## src/rtl/instr_fetch_queue.sv

```systemverilog
// instr_fetch_queue: PC-driven fetch front end with credit-limited issue, in-flight PC tracking and a decode-side FIFO
// Ports: Clk_Core/Rst_Core_N clock and async active-low reset; Program_Count/Flush/Run connect to the PC;
// Imem_Req_* issue fetches; Imem_Rsp_* return in-order instructions; Instr_* present {PC, instruction} to decode.
module instr_fetch_queue #(
  parameter int DWIDTH = 32,
  parameter int DEPTH  = 4
) (
  input  logic              Clk_Core,
  input  logic              Rst_Core_N,
  input  logic [DWIDTH-1:0] Program_Count,
  input  logic              Flush,
  output logic              Run,
  output logic              Imem_Req_Valid,
  input  logic              Imem_Req_Ready,
  output logic [DWIDTH-1:0] Imem_Req_Addr,
  input  logic              Imem_Rsp_Valid,
  input  logic [DWIDTH-1:0] Imem_Rsp_Data,
  output logic              Instr_Valid,
  input  logic              Instr_Ready,
  output logic [DWIDTH-1:0] Instr_Data,
  output logic [DWIDTH-1:0] Instr_PC
);
  localparam int AW = $clog2(DEPTH);
  localparam int CW = AW + 1;
  localparam logic [CW:0] LIMIT = (CW+1)'(DEPTH);
  logic [CW-1:0] out_q, out_d, stale_q, stale_d, cnt_q, cnt_d;
  logic [AW-1:0] fw_q, fw_d, fr_q, fr_d, qw_q, qw_d, qr_q, qr_d;
  logic [DWIDTH-1:0] fpc_q [DEPTH];
  logic [DWIDTH-1:0] qpc_q [DEPTH];
  logic [DWIDTH-1:0] qdat_q [DEPTH];
  logic [CW:0] used;
  logic rsp, enq, deq;
  // every outstanding fetch reserves a queue slot, so the queue can never overflow
  assign used           = {1'b0, out_q} + {1'b0, cnt_q};
  assign Imem_Req_Valid = !Flush && (used < LIMIT);
  assign Run            = Imem_Req_Valid && Imem_Req_Ready;
  assign Imem_Req_Addr  = Program_Count;
  // a response with nothing outstanding is a protocol error and is ignored entirely
  assign rsp         = Imem_Rsp_Valid && (out_q != '0);
  assign enq         = rsp && !Flush && (stale_q == '0);
  assign Instr_Valid = (cnt_q != '0) && !Flush;
  assign deq         = Instr_Valid && Instr_Ready;
  assign Instr_Data  = qdat_q[qr_q];
  assign Instr_PC    = qpc_q[qr_q];
  always_comb begin
    out_d   = out_q + CW'(Run) - CW'(rsp);
    stale_d = Flush ? out_q - CW'(rsp) : stale_q - CW'(rsp && (stale_q != '0));
    cnt_d   = Flush ? '0 : cnt_q + CW'(enq) - CW'(deq);
    fw_d    = fw_q + AW'(Run);
    fr_d    = fr_q + AW'(rsp);
    qw_d    = qw_q + AW'(enq);
    qr_d    = Flush ? qw_q : qr_q + AW'(deq);
  end
  always_ff @(posedge Clk_Core or negedge Rst_Core_N) begin
    if (!Rst_Core_N) begin
      out_q   <= '0;
      stale_q <= '0;
      cnt_q   <= '0;
      fw_q    <= '0;
      fr_q    <= '0;
      qw_q    <= '0;
      qr_q    <= '0;
      for (int i = 0; i < DEPTH; i++) begin
        fpc_q[i]  <= '0;
        qpc_q[i]  <= '0;
        qdat_q[i] <= '0;
      end
    end else begin
      out_q   <= out_d;
      stale_q <= stale_d;
      cnt_q   <= cnt_d;
      fw_q    <= fw_d;
      fr_q    <= fr_d;
      qw_q    <= qw_d;
      qr_q    <= qr_d;
      if (Run) fpc_q[fw_q] <= Imem_Req_Addr;
      if (enq) begin
        qpc_q[qw_q]  <= fpc_q[fr_q];
        qdat_q[qw_q] <= Imem_Rsp_Data;
      end
    end
  end
endmodule

```

## config.mk

```make
export PLATFORM = sky130hd
export DESIGN_NAME = instr_fetch_queue
export DESIGN_NICKNAME = d
export VERILOG_FILES = /design/src/rtl/instr_fetch_queue.sv
export SDC_FILE = /design/constraint.sdc
export NUM_CORES = 1
export LEC_CHECK = 0
export CAP_MARGIN = 20
export CORE_AREA = 3 3 236 146
export CTS_BUF_LIST = sky130_fd_sc_hd__clkbuf_2 sky130_fd_sc_hd__clkbuf_4 sky130_fd_sc_hd__clkbuf_8
export CTS_CLUSTER_SIZE = 28
export DETAILED_ROUTE_END_ITERATION = 8
export DIE_AREA = 0 0 239 149
export PLACE_DENSITY = 0.76
export SYNTH_ARGS = -nofsm -noshare
export SYNTH_HDL_FRONTEND = slang
export SYNTH_SLANG_ARGS = --single-unit
```

## constraint.sdc

```tcl
create_clock -name Clk_Core -period 6.5 [get_ports Clk_Core]
set_input_delay 1.95 -clock Clk_Core [delete_from_list [all_inputs] [get_ports Clk_Core]]
set_output_delay 1.95 -clock Clk_Core [all_outputs]
set_load 0.02 [all_outputs]
```

==> impl_results.md, run 1 <==
- Post-Route Setup TNS: 0 ns
- Fin. Hold Viols: 0
- Worst hold start: fpc_q[6]
- Slowest CP cell: clkdlybuf4s50_1
- Slew margin rel.: roughly 24%
- Dpl ws: roughly 0.56 ns
- Worst-path maximum fanout: 5
- CP most frequent cell: clkdlybuf4s50_1
- Crit-path max cell delay: approximately 0.63 ns
- Clk_skew: 0.0253 ns
- Mapped Cells: 1,051
- Switching share of power: 31.3%
- Worst setup SP type: input pin
- Area after DPL: 19,600 µm²
- Clock Pin Slew Worst Setup and Hold Paths: about 0.060 ns
- Worst-path cell chain: clkdlybuf4s50_1 > or4_4 > nor2_1 > and2_1 > clkdlybuf4s50_1
- Synthesized cell area: 17,700 µm²
- Top post-synthesis cells by area: dfrtp_1 57%, mux2_2 22%, mux4_2 12%
- Final setup margin: 0.543 ns
- Crit path from: Flush
- Final Max Tran Viols: 0
- Number of I/O pins: ~170
- CP Class: input pin to primary output
- Share of layout cells above drive strength 1: roughly half
- Gr usage total: 21.4%
- Max-Cap Viols: 0
- Share of Yosys cell area claimed by the top area cell type: 56.6%
- Worst setup EP type: primary output
- Least-Margin Pin Slew: around 1.1 ns
- Status: finished clean
- Initial antenna violation count: 0
- Initial Util: between 50% and 60%
- Post-cts sizing count: 0
- First-pass GRT wire length: 59,600 µm
- Final setup fails: 0
- Antenna Cells: 0
- Cell taking the most area after synthesis: dfrtp_1
- Leakage: a little under 10 nW
- Power Density: ~480 nW/µm²
- Unique masters post-synth: 36
- DRT iter0 DRCs: 417
- Num CTS Buffers: 57
- Die area: roughly 36,000 µm²
- Postcts setup bufs: 0
- Worst reg2reg startpoint: out_q[2]
- Maximum clock rate: ~0.17 GHz
- Sequential power share: 43.0%
- Die height: ~150 µm
- Final Cell Area: about 21,000 µm²
- Worst path top cell family by delay: buffers and inverters
- Syn Nets: between 1,000 and 1,500
- Flops & latches, synth: ~400
- Drt first pass iters: 4
- Area of the core: between 30,000 and 40,000 µm²
- # hold bufs at CTS: 0
- Combinational Power Share: a little over a third
- Vias in the first global route: ~10,000
- DRT antenna net count: 0
- WP data arrival: approximately 4.0 ns
- Most frequent cells in the layout: 397 x dfrtp_1, 349 x mux2_2, 167 x clkdlybuf4s50_1
- Clock root buffer: clkbuf_8
- Crit. path cell count: 5
- Area Growth Syn to Fin: 17.6%
- Register area share after synthesis: between 50% and 60%
- Fin nets: 1,284
- Die width: between 200 and 250 µm
- Maximum vdd drop: about 250 µV
- Post-route DRC: 0
- Drt wl/cell: 22.0 µm
- Worst hold path type: flop to flop
- DR vias: 9,558
- Total grt overflow: 0
- Clk network pwr share: between 20% and 30%
- Commonest non-fill, non-tap cell in the layout: dfrtp_1
- CTS tree: built
- Final core utilization: 64.6%
- Crit share post-route: between 90 and 100%
- DR vias/cell: between 5 and 6
- Num rows: 51
- FF-to-FF path depth: 5
- Wirelength, routed: around 37,000 µm
- Dpl hpwl: 22,200 µm
- Syn_area_per_cell: between 15 and 20 µm²
- Max Root-Sink Buffers: 3
- Clock sink count: 401
- H-tree levels: 2
- RSZ-0062 raised after global routing: false
- Worst hold stages: 1
- Largest net degree at the start of global routing: around 120
- P_sw: roughly 0.0032 W
- Minimum clock period: approximately 6.0 ns
- Buffers and inverters on the worst path: 2
- WP data required: approximately 4.6 ns
- Internal power: between 0.006 and 0.007 W
- YS warnings: 0
- Worst-skew pair later-pin latency: approximately 0.6 ns
- Port Buffers: around 170
- GPL Wtd Cong: ~0.72
-- through the flow --
step	hold WS, ns	total power, W	std cells
after floorplan	0.452	0.00673	1051
after global placement	0.468	0.00797	1564
after detailed placement	0.475	0.00811	1564
after CTS	0.490	0.0102	1663
after global routing	0.502	0.0107	1664
final	0.486	0.0101	1664
-- power by group through the flow --
stage	sequential (W)	clock, W	combinational, W
finish	0.00434	0.00207	0.00368
global route	0.00450	0.00226	0.00395
CTS	0.00434	0.00214	0.00374
detailed placement	0.00437	0	0.00374
global placement	0.00432	0	0.00364
floorplan	0.00394	0	0.00279
-- sequential cells by signal, indices dropped and copies added (netlist names) --
| signal | flops |
|---|---|
| fr_q | 2 |
| qr_q | 2 |
| fpc_q | 128 |
| qdat_q | 128 |
| fw_q | 2 |
| cnt_q | 3 |
| qpc_q | 128 |
| qw_q | 2 |
| out_q | 3 |
| stale_q | 3 |
-- layout make-up --
cell class                      count  area (µm²)
Clock buffer                       98        1200
Sequential cell                   401       10000
Fill cell                        2273       11400
Tap cell                          424         531
Clock inverter                      1        7.51
Multi-Input combinational cell    545        7170
Inverter                            8        30.0
Timing Repair Buffer              187        1890
-- cells by family (layout without fill, tap and decap cells) --
| family | after synthesis | count (layout) | share of synthesized area [%] |
|---|---|---|---|
| compound gates | 8 | 8 | 0.296 |
| xor+xnor | 11 | 11 | 0.543 |
| fa+ha+maj | 14 | 14 | 1.07 |
| buf+inv | 105 | 294 | 3.19 |
| flops | 401 | 401 | 56.6 |
| mux | 482 | 482 | 37.3 |
| simple gates | 30 | 30 | 1.05 |
-- routing by layer --
layer	track usage [%]	wire length, µm
met5	0	0
met2	33.7	17200
met4	5.74	767
met3	4.97	1810
met1	30.6	16900
-- path summary, 6_finish.rpt --
| check | slack, ns | endpoint |
|---|---|---|
| setup / recovery | 0.54 | Run |
| min in group asynchronous | 1.43 | fpc_q[123] |
| hold reg to reg | 0.49 | fpc_q[6] |
| max in group asynchronous | 3.79 | qdat_q[56] |
| hold / removal | 0.49 | fpc_q[6] |
| setup reg to reg | 3.61 | fpc_q[69] |
-- synthesized netlist by cell type --
library cell	number
or4_4	1
nand3_1	1
mux2_4	30
a21oi_1	1
buf_6	4
a21o_1	1
dfrtp_1	401
and3_1	1
nor4_2	3
and2_1	1
o311ai_0	1
mux4_2	96
o21ai_0	3
clkbuf_1	34
o31a_1	1
nor3_1	2
xor2_1	7
buf_2	17
nand4_1	1
o31ai_1	1
nor2_1	7
mux2i_1	2
nand2_1	5
mux2_1	5
nand2b_1	1
mux2_2	349
xnor2_1	4
inv_1	8
buf_1	10
and4_1	1
fa_1	2
buf_4	32
nor2b_1	3
nand4b_1	2
ha_1	12
or4_1	1
(Power assumes the default switching activity.)
==> run 2: changes to the inputs <==
DONT_BUFFER_PORTS = 1   (was unset)
PLACE_DENSITY = 0.7   (was 0.76)
==> impl_results.md, run 2 (synthesized netlist as in run 1, its figures left out) <==
- Fin nets: about 1,100
- Worst hold path type: flop to flop
- Minimum clock period: 5.24 ns
- Buffers and inverters on the worst path: 0
- Total Power: 0.00959 W
- Crit share post-route: between 80% and 90%
- Worst setup SP type: input pin
- Worst reg2reg startpoint: out_q[2]
- Post-cts sizing count: 0
- Postcts setup bufs: 0
- Worst-path maximum fanout: 18
- Most frequent cells in the layout: 397 x dfrtp_1, 349 x mux2_2, 96 x mux4_2
- CP Class: input pin to primary output
- # hold bufs at CTS: 0
- Die height: 149 µm
- Share of layout cells above drive strength 1: ~56%
- H-tree levels: 2
- Inst Count DP: between 1,000 and 1,500
- Maximum vdd drop: 252 µV
- GPL Wtd Cong: between 0.7 and 0.8
- Gr usage total: between 20% and 30%
- Leakage: about 9.0 nW
- Max-Cap Viols: 0
- Clock Pin Slew Worst Setup and Hold Paths: ~0.06 ns
- Final setup fails: 0
- First-pass GRT wire length: 57,500 µm
- Die width: between 200 and 250 µm
- Final core utilization: 59.6%
- Clk_skew: slightly below 0.02 ns
- Wirelength, routed: 35,800 µm
- DR vias/cell: between 5 and 6
- Max Root-Sink Buffers: 3
- CTS tree: built
- Crit path from: Flush
- Area Growth Syn to Fin: 8.45%
- Vias in the first global route: a little under 10,000
- Drt first pass iters: 4
- Die area: 35,600 µm²
- DRT antenna net count: 0
- Clock sink count: 401
- Post-Layout Cell Count: about 1,500
- FF-to-FF path depth: 5
- Largest net degree at the start of global routing: ~400
- Power Density: around 500 nW/µm²
- Dpl hpwl: around 21,000 µm
- Worst-path cell chain: or4_4 > nor2_1 > and2_1
- Initial Util: about 55%
- Status: finished clean
- R2R Path End: fpc_q[91]
- Worst setup EP type: primary output
- DR vias: around 9,000
- Slew margin rel.: around 25%
- Least-Margin Pin Slew: between 1 and 1.5 ns
- Total grt overflow: 0
- Antenna Cells: 0
- WP data arrival: between 3 and 4 ns
- CP Capture Point: Run
- Commonest non-fill, non-tap cell in the layout: dfrtp_1
- Num rows: 51
- Crit. path cell count: 3
- R2R setup slack: between 3 and 4 ns
- Post-Route Setup TNS: 0 ns
- Maximum clock rate: 0.191 GHz
- Area of the core: between 30,000 and 40,000 µm²
- DRT iter0 DRCs: around 520
- Worst path top cell family by delay: simple AND/OR/NAND/NOR gates
- Biggest regs: fpc_q x128, qdat_q x128, qpc_q x128
- WP data required: between 4 and 5 ns
- Drt wl/cell: around 24 µm
- Slowest CP cell: or4_4
- Clock root buffer: clkbuf_8
- Num CTS Buffers: 58
- Worst-skew pair later-pin latency: roughly 0.6 ns
- Fin. Hold Viols: 0
- Crit-path max cell delay: a little under 0.6 ns
- Initial antenna violation count: 0
- Port Buffers: 0
- RSZ-0062 raised after global routing: false
- WHS: about 0.48 ns
- Final Max Tran Viols: 0
- Number of I/O pins: roughly 170
- Post-route DRC: 0
[run 2: final cells by class]
class,count,area (µm²)
clock inverter,5,57.6
timing repair buffer,16,128
inverter,8,30.0
fill,2409,13000
tap,424,531
clock buffer,103,1280
multi-input combinational,545,7170
sequential,401,10000
[run 2: power breakdown]
group / internal (W) / total, W / switching [W]
registers: 0.00357 / 0.00430 / 0.000738
clock network: 0.00127 / 0.00222 / 0.000954
logic: 0.00174 / 0.00306 / 0.00132
total: 0.00658 / 0.00959 / 0.00301
[run 2: metal layers]
metal / up-vias / global-route usage, % / part of all wire [%]
met5: - / 0 / 0
met4: 0 / 5.13 / 1.5
met3: 53 / 5.45 / 5.3
met2: 173 / 32.6 / 46
met1: 4838 / 29.5 / 47
li1: 3854 / - / -
[run 2: how the worst min path moves through the flow]
stage | to | cells past startpoint | startpoint | slack [ns]
global placement | fpc_q[6] | 1 | fpc_q[6] | 0.47
finish | fpc_q[6] | 1 | fpc_q[6] | 0.48
global route | qpc_q[37] | 1 | qpc_q[37] | 0.50
CTS | fpc_q[6] | 1 | fpc_q[6] | 0.49
floorplan | fpc_q[39] | 1 | fpc_q[39] | 0.45
detailed placement | fpc_q[6] | 1 | fpc_q[6] | 0.48
[run 2: per-stage QoR]
stage | setup slack (ns) | cell area (µm²)
after global routing | 1.22 | 19200
after global placement | 1.25 | 17900
final | 1.26 | 19200
after detailed placement | 1.26 | 17900
after CTS | 1.26 | 19200
after floorplan | 1.24 | 17700
==> run 3: changes to the inputs <==
clock period = 4.85 ns   (was 6.5 ns; I/O delays follow)
==> impl_results.md, run 3 (synthesized netlist as in run 1, its figures left out) <==
- DRT iter0 DRCs: about 560
- Power Density: 664 nW/µm²
- Largest net degree at the start of global routing: 402
- Fin nets: approximately 1,100
- Worst setup SP type: input pin
- Clock Pin Slew Worst Setup and Hold Paths: approximately 0.06 ns
- First-pass GRT wire length: around 57,000 µm
- Initial Util: between 50 and 60%
- Wirelength, routed: approximately 36,000 µm
- Crit share post-route: a little over four fifths
- Combinational Power Share: between 30% and 40%
- Dpl hpwl: 20,700 µm
- WHS: 0.485 ns
- Most frequent cells in the layout: 397 x dfrtp_1, 349 x mux2_2, 96 x mux4_2
- Final Cell Area: 19,100 µm²
- Die height: 149 µm
- Dpl ws: ~0.74 ns
- CP Class: input pin to primary output
- DR vias/cell: ~6
- Fin. Hold Viols: 0
- WP data arrival: 2.65 ns
- Share of layout cells above drive strength 1: 56.0%
- Worst setup EP type: primary output
- Sequential power share: a little under half
- # hold bufs at CTS: 0
- Switching share of power: a little under a third
- Final setup margin: between 0.7 and 0.8 ns
- Final Max Tran Viols: 0
- Worst hold path type: flop to flop
- Total Power: between 0.01 and 0.015 W
- Biggest regs: fpc_q x128, qdat_q x128, qpc_q x128
- CTS tree: built
- Maximum vdd drop: between 300 and 400 µV
- Gr usage total: about a fifth
- GPL Wtd Cong: around 0.7
- Num CTS Buffers: 58
- Internal power: slightly below 0.009 W
- Vias in the first global route: ~9,800
- Initial antenna violation count: 0
- Commonest non-fill, non-tap cell in the layout: dfrtp_1
- Clock root buffer: clkbuf_8
- Drt first pass iters: 4
- Leakage: approximately 9 nW
- Least-Margin Pin Slew: roughly 1.2 ns
- Worst-path maximum fanout: 18
- P_sw: 0.00404 W
- RSZ-0062 raised after global routing: false
- Die width: roughly 240 µm
- Minimum clock period: just over 4 ns
- Area of the core: about 32,000 µm²
- Final setup fails: 0
- R2R setup slack: between 1.5 and 2 ns
- Worst-skew pair later-pin latency: about 0.62 ns
- Port Buffers: 0
- Num rows: slightly above 50
- Number of I/O pins: 169
- DR vias: roughly 8,900
- Maximum clock rate: between 0.2 and 0.25 GHz
- Slew margin rel.: 19.7%
- Postcts setup bufs: 0
- WP data required: 3.39 ns
- H-tree levels: 2
- Total grt overflow: 0
- Drt wl/cell: approximately 24 µm
- DRT antenna net count: 0
- Die area: around 36,000 µm²
- Antenna Cells: 0
- Area after DPL: around 18,000 µm²
- Max-Cap Viols: 0
- Clk network pwr share: 22.2%
- Clock sink count: 401
- Clk_skew: about 0.031 ns
- Post-route DRC: 0
- Post-cts sizing count: 0
- Area Growth Syn to Fin: 7.90%
- Post-Route Setup TNS: 0 ns
- Max Root-Sink Buffers: 3
- Status: finished clean
==> run 3: metal layers <==
metal	part of all wire [%]	vias to the layer above	wire length (µm)	GRT usage, %
met4	1.6	0	573	4.77
met3	5.0	57	1820	5.27
met1	48	4897	17400	30.5
met2	45	156	16400	31.9
li1	-	3830	-	-
met5	0	-	0	0
==> run 3: path summary, 6_finish.rpt <==
kind,start,end,cells after the start
max,Flush,Run,4
min,fpc_q[7],fpc_q[7],1
max reg2reg,out_q[2],fpc_q[81],5
min reg2reg,fpc_q[7],fpc_q[7],1
max in group asynchronous,Rst_Core_N,qdat_q[58],0
min in group asynchronous,Rst_Core_N,qpc_q[120],0
==> run 3: area by class of cell <==
class	instances	area [µm²]
clock buffer	89	1140
sequential	401	10000
tap	424	531
clock inverter	8	72.6
multi-input combinational	545	7170
fill	2437	13100
inverter	8	30.0
timing repair buffer	15	150
==> run 3: metrics by stage <==
step	util, %	instances
after global routing	59.3	1490
after global placement	55.5	1393
after detailed placement	55.5	1393
final	59.3	1490
after CTS	59.3	1490
after floorplan	-	1051
==> run 3: critical path: stages <==
cell	delay [ns]
or4_4	0.59
nor2_1	0.13
buf_4	0.16
and2_1	0.32
==> run 3: power by group through the flow <==
stage | registers [W] | clock network [W] | logic [W]
finish | 0.00580 | 0.00282 | 0.00409
global route | 0.00600 | 0.00306 | 0.00440
CTS | 0.00581 | 0.00290 | 0.00416
detailed placement | 0.00585 | 0 | 0.00416
global placement | 0.00580 | 0 | 0.00404
floorplan | 0.00528 | 0 | 0.00374
